--- config.mk ---
export PLATFORM = sky130hd
export DESIGN_NAME = bp_be_fe_queue_buffer
export DESIGN_NICKNAME = d
export VERILOG_FILES = /design/src/rtl/bp_be_fe_queue_buffer_pkg.sv /design/src/rtl/bp_be_fe_queue_buffer_ptr_ctrl.sv /design/src/rtl/bp_be_fe_queue_buffer.sv
export SDC_FILE = /design/constraint.sdc
export NUM_CORES = 1
export LEC_CHECK = 0
export BUFFER_PORTS_ARGS = -buffer_cell sky130_fd_sc_hd__buf_2
export CORE_MARGIN = 2
export CORE_UTILIZATION = 28
export DETAILED_ROUTE_END_ITERATION = 16
export PLACE_DENSITY = 0.42
export SLEW_MARGIN = 20
export SYNTH_ARGS = -nofsm -noshare
export SYNTH_HDL_FRONTEND = slang
export SYNTH_SLANG_ARGS = --single-unit
--- constraint.sdc ---
create_clock -name clk_i -period 8.25 [get_ports clk_i]
set_clock_uncertainty 0.15 [all_clocks]
set_input_delay 0.4125 -clock clk_i [delete_from_list [all_inputs] [get_ports clk_i]]
set_output_delay 0.4125 -clock clk_i [all_outputs]
set_load 0.02 [all_outputs]
--- src/rtl/bp_be_fe_queue_buffer_pkg.sv ---
// Shared types for the frontend-to-backend queue buffer.
// Defines the fe_queue message layout, its width and the default depth.
// Pure declarations: no logic, no latency, no flow control.
package bp_be_fe_queue_buffer_pkg;

  localparam int vaddr_width_lp       = 39;
  localparam int instr_width_lp       = 32;
  localparam int fe_queue_fifo_els_p  = 8;

  typedef enum logic [1:0] {
    e_msg_fetch       = 2'd0,
    e_msg_itlb_miss   = 2'd1,
    e_msg_fault       = 2'd2,
    e_msg_icache_miss = 2'd3
  } bp_fe_msg_type_e;

  typedef struct packed {
    bp_fe_msg_type_e             msg_type;
    logic [vaddr_width_lp-1:0]   pc;
    logic [instr_width_lp-1:0]   instr;
    logic                        partial_v;
  } bp_fe_queue_s;

  localparam int fe_queue_width_lp = $bits(bp_fe_queue_s);

endpackage

--- src/rtl/bp_be_fe_queue_buffer_ptr_ctrl.sv ---
// Write / speculative-read / commit pointers with full, empty and replay rules.
// Latency: pointer updates take effect the cycle after the qualifying inputs.
// Backpressure: enq_ready_o = ~full & ~reset_i, from registered pointers only.
// Ports: clk_i/reset_i; enq_v_i, issue_yumi_i, commit_i, roll_i, clr_i in;
//        enq_ready_o, issue_v_o, empty_o, count_o, w_en_o, widx_o, ridx_o out.
module bp_be_fe_queue_buffer_ptr_ctrl #(
  parameter  int els_p        = 8,
  localparam int lg_els_lp    = $clog2(els_p),
  localparam int ptr_width_lp = lg_els_lp + 1
) (
  input  logic                    clk_i,
  input  logic                    reset_i,
  input  logic                    enq_v_i,
  input  logic                    issue_yumi_i,
  input  logic                    commit_i,
  input  logic                    roll_i,
  input  logic                    clr_i,
  output logic                    enq_ready_o,
  output logic                    issue_v_o,
  output logic                    empty_o,
  output logic [ptr_width_lp-1:0] count_o,
  output logic                    w_en_o,
  output logic [lg_els_lp-1:0]    widx_o,
  output logic [lg_els_lp-1:0]    ridx_o
);

  logic [ptr_width_lp-1:0] r_wptr, r_rptr, r_cptr;
  logic [ptr_width_lp-1:0] w_wptr_n, w_rptr_n, w_cptr_n;
  logic                    w_full;
  logic                    w_enq;

  // Same index with opposite wrap bits means the store is completely full.
  assign w_full      = (r_wptr[lg_els_lp] != r_cptr[lg_els_lp])
                     && (r_wptr[lg_els_lp-1:0] == r_cptr[lg_els_lp-1:0]);
  assign enq_ready_o = ~w_full & ~reset_i;
  assign w_enq       = enq_v_i & enq_ready_o;
  // A flushed enqueue still handshakes, but its data never lands.
  assign w_en_o      = w_enq & ~clr_i;

  assign issue_v_o   = (r_rptr != r_wptr) & ~reset_i;
  assign empty_o     = (r_cptr == r_wptr);
  assign count_o     = r_wptr - r_cptr;
  assign widx_o      = r_wptr[lg_els_lp-1:0];
  assign ridx_o      = r_rptr[lg_els_lp-1:0];

  always_comb begin
    w_cptr_n = r_cptr + ptr_width_lp'(commit_i);
    w_rptr_n = r_rptr;
    w_wptr_n = r_wptr;
    if (clr_i) begin
      w_wptr_n = w_cptr_n;
      w_rptr_n = w_cptr_n;
    end else if (roll_i) begin
      // Replay restarts issue from the post-commit point; yumi is ignored.
      w_rptr_n = w_cptr_n;
      w_wptr_n = r_wptr + ptr_width_lp'(w_enq);
    end else begin
      w_rptr_n = r_rptr + ptr_width_lp'(issue_yumi_i);
      w_wptr_n = r_wptr + ptr_width_lp'(w_enq);
    end
  end

  always_ff @(posedge clk_i) begin
    if (reset_i) begin
      r_wptr <= '0;
      r_rptr <= '0;
      r_cptr <= '0;
    end else begin
      r_wptr <= w_wptr_n;
      r_rptr <= w_rptr_n;
      r_cptr <= w_cptr_n;
    end
  end

`ifndef SYNTHESIS
  a_yumi_needs_v: assert property (@(posedge clk_i) disable iff (reset_i)
    issue_yumi_i |-> issue_v_o);
  a_commit_needs_read: assert property (@(posedge clk_i) disable iff (reset_i)
    commit_i |-> (r_cptr != r_rptr));
`endif

endmodule

--- src/rtl/bp_be_fe_queue_buffer.sv ---
// Backend receiver buffering fe_queue messages for speculative issue with replay/flush.
// Latency: an entry written in cycle N appears on issue_pkt_o in cycle N+1 (no bypass).
// Backpressure: fe_queue_ready_o drops when full; commits free space one cycle later.
// Ports: clk_i/reset_i; fe_queue_i/_v_i/_ready_o enqueue; issue_pkt_o/_v_o/_yumi_i issue;
//        commit_i, roll_i, clr_i control; empty_o, count_o status.
module bp_be_fe_queue_buffer
  import bp_be_fe_queue_buffer_pkg::*;
#(
  parameter  int els_p     = fe_queue_fifo_els_p,
  localparam int lg_els_lp = $clog2(els_p)
) (
  input  logic                         clk_i,
  input  logic                         reset_i,
  input  logic [fe_queue_width_lp-1:0] fe_queue_i,
  input  logic                         fe_queue_v_i,
  output logic                         fe_queue_ready_o,
  output logic [fe_queue_width_lp-1:0] issue_pkt_o,
  output logic                         issue_v_o,
  input  logic                         issue_yumi_i,
  input  logic                         commit_i,
  input  logic                         roll_i,
  input  logic                         clr_i,
  output logic                         empty_o,
  output logic [lg_els_lp:0]           count_o
);

  if ((els_p < 2) || ((els_p & (els_p - 1)) != 0)) begin : g_bad_els
    $error("els_p must be a power of 2 and at least 2");
  end

  logic                 w_wen;
  logic [lg_els_lp-1:0] w_widx;
  logic [lg_els_lp-1:0] w_ridx;

  bp_be_fe_queue_buffer_ptr_ctrl #(.els_p(els_p)) u_ptr_ctrl (
    .clk_i        (clk_i),
    .reset_i      (reset_i),
    .enq_v_i      (fe_queue_v_i),
    .issue_yumi_i (issue_yumi_i),
    .commit_i     (commit_i),
    .roll_i       (roll_i),
    .clr_i        (clr_i),
    .enq_ready_o  (fe_queue_ready_o),
    .issue_v_o    (issue_v_o),
    .empty_o      (empty_o),
    .count_o      (count_o),
    .w_en_o       (w_wen),
    .widx_o       (w_widx),
    .ridx_o       (w_ridx)
  );

  // 1r1w storage: synchronous write, asynchronous read. Contents are never
  // cleared; the pointers alone decide what is live.
  logic [fe_queue_width_lp-1:0] r_mem [els_p];

  always_ff @(posedge clk_i) begin
    if (w_wen) begin
      r_mem[w_widx] <= fe_queue_i;
    end
  end

  assign issue_pkt_o = r_mem[w_ridx];

`ifndef SYNTHESIS
  a_payload_known: assert property (@(posedge clk_i) disable iff (reset_i)
    fe_queue_v_i |-> !$isunknown(fe_queue_i));
`endif

endmodule

Yosys cells after proc, flatten, opt, wreduce, memory -nomap -nowiden
Memory sizes are Yosys's and may differ from the RTL's. A register that Yosys moved wholly into a read port is not among the register bits.
Index checks and enable logic that the tools add are counted.
- bits in writable memories: 592
- memories kept: 1
- word-level logic and storage cells: 26
- bits of input ports: 81
- flip-flop bits (word level): 12
- memory list (memory ; depth ; width ; read ports ; clocked after memory_dff ; wr ports ; line ; text):
    r_mem ; 8 ; 74 ; 1 ; 1 ; 1 ; bp_be_fe_queue_buffer.sv:54 ; logic [fe_queue_width_lp-1:0] r_mem [els_p];
- muxes and demuxes: 6
- $add $sub $neg: 4
- equality and inequality tests: 4
- reduce and logical (&&, ||, !) cells: 1
- bitwise gates (word level): 7
- operators with widths (kind ; number):
    adder 4 x 1 -> 4 bit ; 3
    2-to-1 mux 4 bit ; 3
    AND 1 bit ; 4
    equality test 4 bit ; 1
    inequality test 4 bit ; 1
    subtractor 4 bit ; 1
    equality test 3 bit ; 1
    2-to-1 mux 3 bit ; 1
    NOT 1 bit ; 3
    2-to-1 mux 1 bit ; 2
    logical AND 1 bit ; 1
    inequality test 1 bit ; 1

Longest topological paths before layout
- depth after elaboration: 8
- depth in mapped cells: 10
- gate-level depth less buffers: 10

Hierarchy
From an unflattened synthesis, not the netlist that was laid out.
- cell total of the unflattened synthesis: 956
- area, all modules: 23080.9 um2
- by module, submodules not included (module ; sequential area each (um2) ; cells an instance ; times used ; area each (um2)):
    bp_be_fe_queue_buffer ; 17777.0 ; 868 ; 1 ; 22266.4
    bp_be_fe_queue_buffer_ptr_ctrl ; 240.2 ; 88 ; 1 ; 814.5

Worst setup path before layout
No wires, ideal clock.
- path kind: register to register
- from: register u_ptr_ctrl.r_cptr[1]
- to: memory r_mem[5][0] (netlist name), enable pin
- buffers on the path: 0
- slack: -568 ps
- stages on the path, launching flop included: 5
- data arrival time: 7979 ps
- path through: dfxtp_1 > inv_1 > ha_1 > a41o_1 > nor4_1
- cells in the longest elaborated chain, start to end: 8
- RTL lines (element ; line ; text):
    from (decl) ; bp_be_fe_queue_buffer_ptr_ctrl.sv:27 ; logic [ptr_width_lp-1:0] r_wptr, r_rptr, r_cptr;
    from (signal assigned) ; bp_be_fe_queue_buffer_ptr_ctrl.sv:71 ; r_cptr <= w_cptr_n;
    equality test 3 bit ; bp_be_fe_queue_buffer_ptr_ctrl.sv:34 ; && (r_wptr[lg_els_lp-1:0] == r_cptr[lg_els_lp-1:0]);
    logical AND 1 bit ; bp_be_fe_queue_buffer_ptr_ctrl.sv:34 ;
    NOT 1 bit ; bp_be_fe_queue_buffer_ptr_ctrl.sv:35 ; assign enq_ready_o = ~w_full & ~reset_i;
    AND 1 bit ; bp_be_fe_queue_buffer_ptr_ctrl.sv:35 ;
    AND 1 bit ; bp_be_fe_queue_buffer_ptr_ctrl.sv:36 ; assign w_enq = enq_v_i & enq_ready_o;
    AND 1 bit ; bp_be_fe_queue_buffer_ptr_ctrl.sv:38 ; assign w_en_o = w_enq & ~clr_i;
    2-to-1 mux 1 bit ; bp_be_fe_queue_buffer.sv:57 ; if (w_wen) begin
    2-to-1 mux 1 bit (not written as such) ; bp_be_fe_queue_buffer.sv:58 ; r_mem[w_widx] <= fe_queue_i;
    to (decl) ; bp_be_fe_queue_buffer.sv:54 ;
No other way between the ends.

==> metrics.txt <==
Pwr Total=6.80 mW; worst reg2reg path depth=6; Vias=10500; Routed wire per std cell=22.7 um; Worst Hold Class=in2reg; post-route design area=27900 um^2; clk_lat worst skew=0.57 ns; worst setup path end=issue_pkt_o[25]; die height=291 um; die width=291 um; cells after synthesis=954; element type at the critical path end=output pin; synthesis-stage register bit count=604; Crit. Startpoint=u_ptr_ctrl.r_rptr[1]; total routed wirelength=53.4 mm; Placed Area=25100 um^2; Core Util, Final=34.1%; CTS tree=built; global-route wire length before repair=79.1 mm; DRC=0; Power Density=244 nW/um^2; Synth Cell Area=23000 um^2; Compound-Gate Fraction of Synth Area=0.326%; unrepaired setup endpoints after global routing=no; CTS Hold Bufs=76; vias in the first global route=11700; min cycle time layout=3.92 ns; Total Nets Final=1320; run status=finished clean; syn nets=1045; initial antenna violation count=2; worst-path fanout max=56; IO buf count=161; hpwl dp=28.3 mm; post-CTS setup buffer count=0; H-tree levels=3; Synth Warn #=0; core area=81800 um^2; Tightest Pin Transition=1.00 ns; register area=18000 um^2; GRT Total Usage=12.7%; WHS=0.0719 ns; clk root buf=clkbuf_16; reg2reg end=r_mem[2][19]; IO Count=162; area delta synth->final=21.0%; clock sinks=604; max cap viols=0; gpl congestion=0.694; # rows=105; CTS Buf Count=69; final slew viol count=0; max frequency=0.255 GHz; initial drt markers=576; multi-input logic area=4750 um^2; Adder-Cell Fraction of Synth Area=0.575%; layout cells sized above 1=38.9%; fill cell count=7714; Slowest-stage cell, CP=dfxtp_4; Final setup viols=0; Worst-path clk slew=0.06 ns; HP Start=clr_i; largest family of logic cells by synthesized area=multiplexers; Worst EP required=7.69 ns; setup TNS=0 ns; Simple-Gate Fraction of Synth Area=0.907%; Yosys cell types=36; Worst EP arrival=3.35 ns; ANT nets after route=0; DR vias/cell=4.48; Post-Synth XOR/XNOR Area=0.418%; DIE AREA=84600 um^2; mean post-synth cell area=24.2 um^2; largest net degree at the start of global routing=87; First-pass DRT Iterations=7; Starting Density=28.2%; FF-to-FF setup slack=4.81 ns; Worst path max stage delay=0.97 ns; Post-CTS Resized=0; Leak=8.82 nW; final global-route overflow total=0; worst rel slew slack=33.1%; Worst VDD drop=0.133 mV; cells along the critical path=buf_4 > mux4_2 > mux2_2 > buf_2; ant diodes=0; Fin. Hold Viols=0; multiplexer share of the synthesized area=18.2%; Crit Path Class=reg2out; clk buf depth=3; sequential-to-total area share from yosys stat=78.2%; Worst Setup Start Kind=flop; Final Cycle Share=47.5%; reg2reg start=u_ptr_ctrl.r_wptr[0]
-- sequential cells by signal, indices dropped and copies added, names as in the netlist --
| register | count |
|---|---|
| u_ptr_ctrl.r_rptr | 4 |
| u_ptr_ctrl.r_cptr | 4 |
| r_mem | 592 |
| u_ptr_ctrl.r_wptr | 4 |
-- where the power goes --
group          leakage (nW)  switching (mW)  internal, mW  total (mW)
combinational          2.39           0.301         0.262       0.563
clock                  1.00            1.17          1.64        2.80
sequential             5.43          0.0364          3.40        3.44
total                  8.82            1.50          5.30        6.80
-- how the worst min path moves through the flow --
stage	endpoint	slack (ns)	cells past startpoint
6_report	u_ptr_ctrl.r_wptr[2]	0.07	2
2_1_floorplan	u_ptr_ctrl.r_cptr[0]	0.33	1
3_3_place_gp	u_ptr_ctrl.r_wptr[3]	0.40	2
3_5_place_dp	u_ptr_ctrl.r_wptr[3]	0.42	2
5_1_grt	u_ptr_ctrl.r_wptr[2]	0.09	2
4_1_cts	u_ptr_ctrl.r_wptr[2]	0.03	2
-- critical path, delay by kind of cell, from the launching register on --
family / cells / cell delay, ns
buf+inv: 2 / 0.99
flops: 1 / 0.97
mux: 2 / 0.73
-- through the flow --
step	instances	worst slack, ns
after floorplan	954	-0.568
after global placement	2152	4.74
after detailed placement	2152	4.75
after CTS	2349	4.14
after global routing	2349	4.15
final	2349	4.33
-- layout make-up --
class	instances	area share [%]
inverter	7	0.0942
timing repair buffer	252	6.07
multi-input combinational	295	17.0
clock buffer	90	6.63
clock inverter	31	0.718
tap	1070	4.80
sequential	604	64.7
-- layout by cell type, fill, tap and decap left out, types with 2 or more instances in the layout --
master and instances:
nor2b_1 2, edfxtp_1 592, nand2_1 5, nor3_1 3, clkinv_2 9, and3_4 4
xnor2_1 7, and4_4 2, mux4_2 148, nor4_2 2, xor2_1 4, clkbuf_1 19
buf_4 14, buf_2 161, nand3_1 3, mux2_2 74, clkinv_1 16, a21oi_1 4
a211oi_1 3, bufinv_16 2, inv_6 3, ha_1 9, dfxtp_4 3, inv_1 7
dfxtp_1 9, clkbuf_16 71, dlygate4sd3_1 76, nor2_1 9, mux2i_1 3
-- logic make-up after synthesis --
kind of cell,Yosys count
multiplexers,225
XOR/XNOR,11
buffers and inverters,55
AO/OA/AOI/OAI,11
AND/OR/NAND/NOR,38
adder cells (fa/ha/maj),10
flip-flops,604
-- Yosys cell counts (all sizes together) --
library cell	count	area, um^2
inv	7	26.3
xnor2	7	61.3
or4b	1	10.0
nor4	2	12.5
and2	1	6.26
and4	2	17.5
nor3	3	15.0
nor2b	2	12.5
xor2	4	35.0
a41o	1	10.0
a41oi	1	8.76
nor2	9	33.8
edfxtp	592	17800
or2	1	6.26
nand2b	1	6.26
and3	4	25.0
ha	9	113
a211oi	3	22.5
buf	28	220
mux4	148	3330
nand3b	1	7.51
fa	1	20.0
nand4	1	6.26
nand2	5	18.8
nand3	3	15.0
a31o	1	8.76
o21ai	1	5.00
mux2	74	833
clkbuf	20	75.1
mux2i	3	30.0
a21oi	4	20.0
nor3b	1	7.51
dfxtp	12	240
nand4b	1	8.76
-- layer usage --
| metal | up-vias | part of all wire (%) | track usage, % | wire length (um) |
|---|---|---|---|---|
| li1 | 4618 | - | - | - |
| met1 | 5635 | 43 | 16.0 | 22800 |
| met2 | 182 | 51 | 22.0 | 27200 |
| met3 | 85 | 4.0 | 2.64 | 2120 |
| met4 | 4 | 2.3 | 3.74 | 1220 |
| met5 | - | 0.039 | 0 | 21 |
No activity file was read; power rests on OpenSTA's default activity.
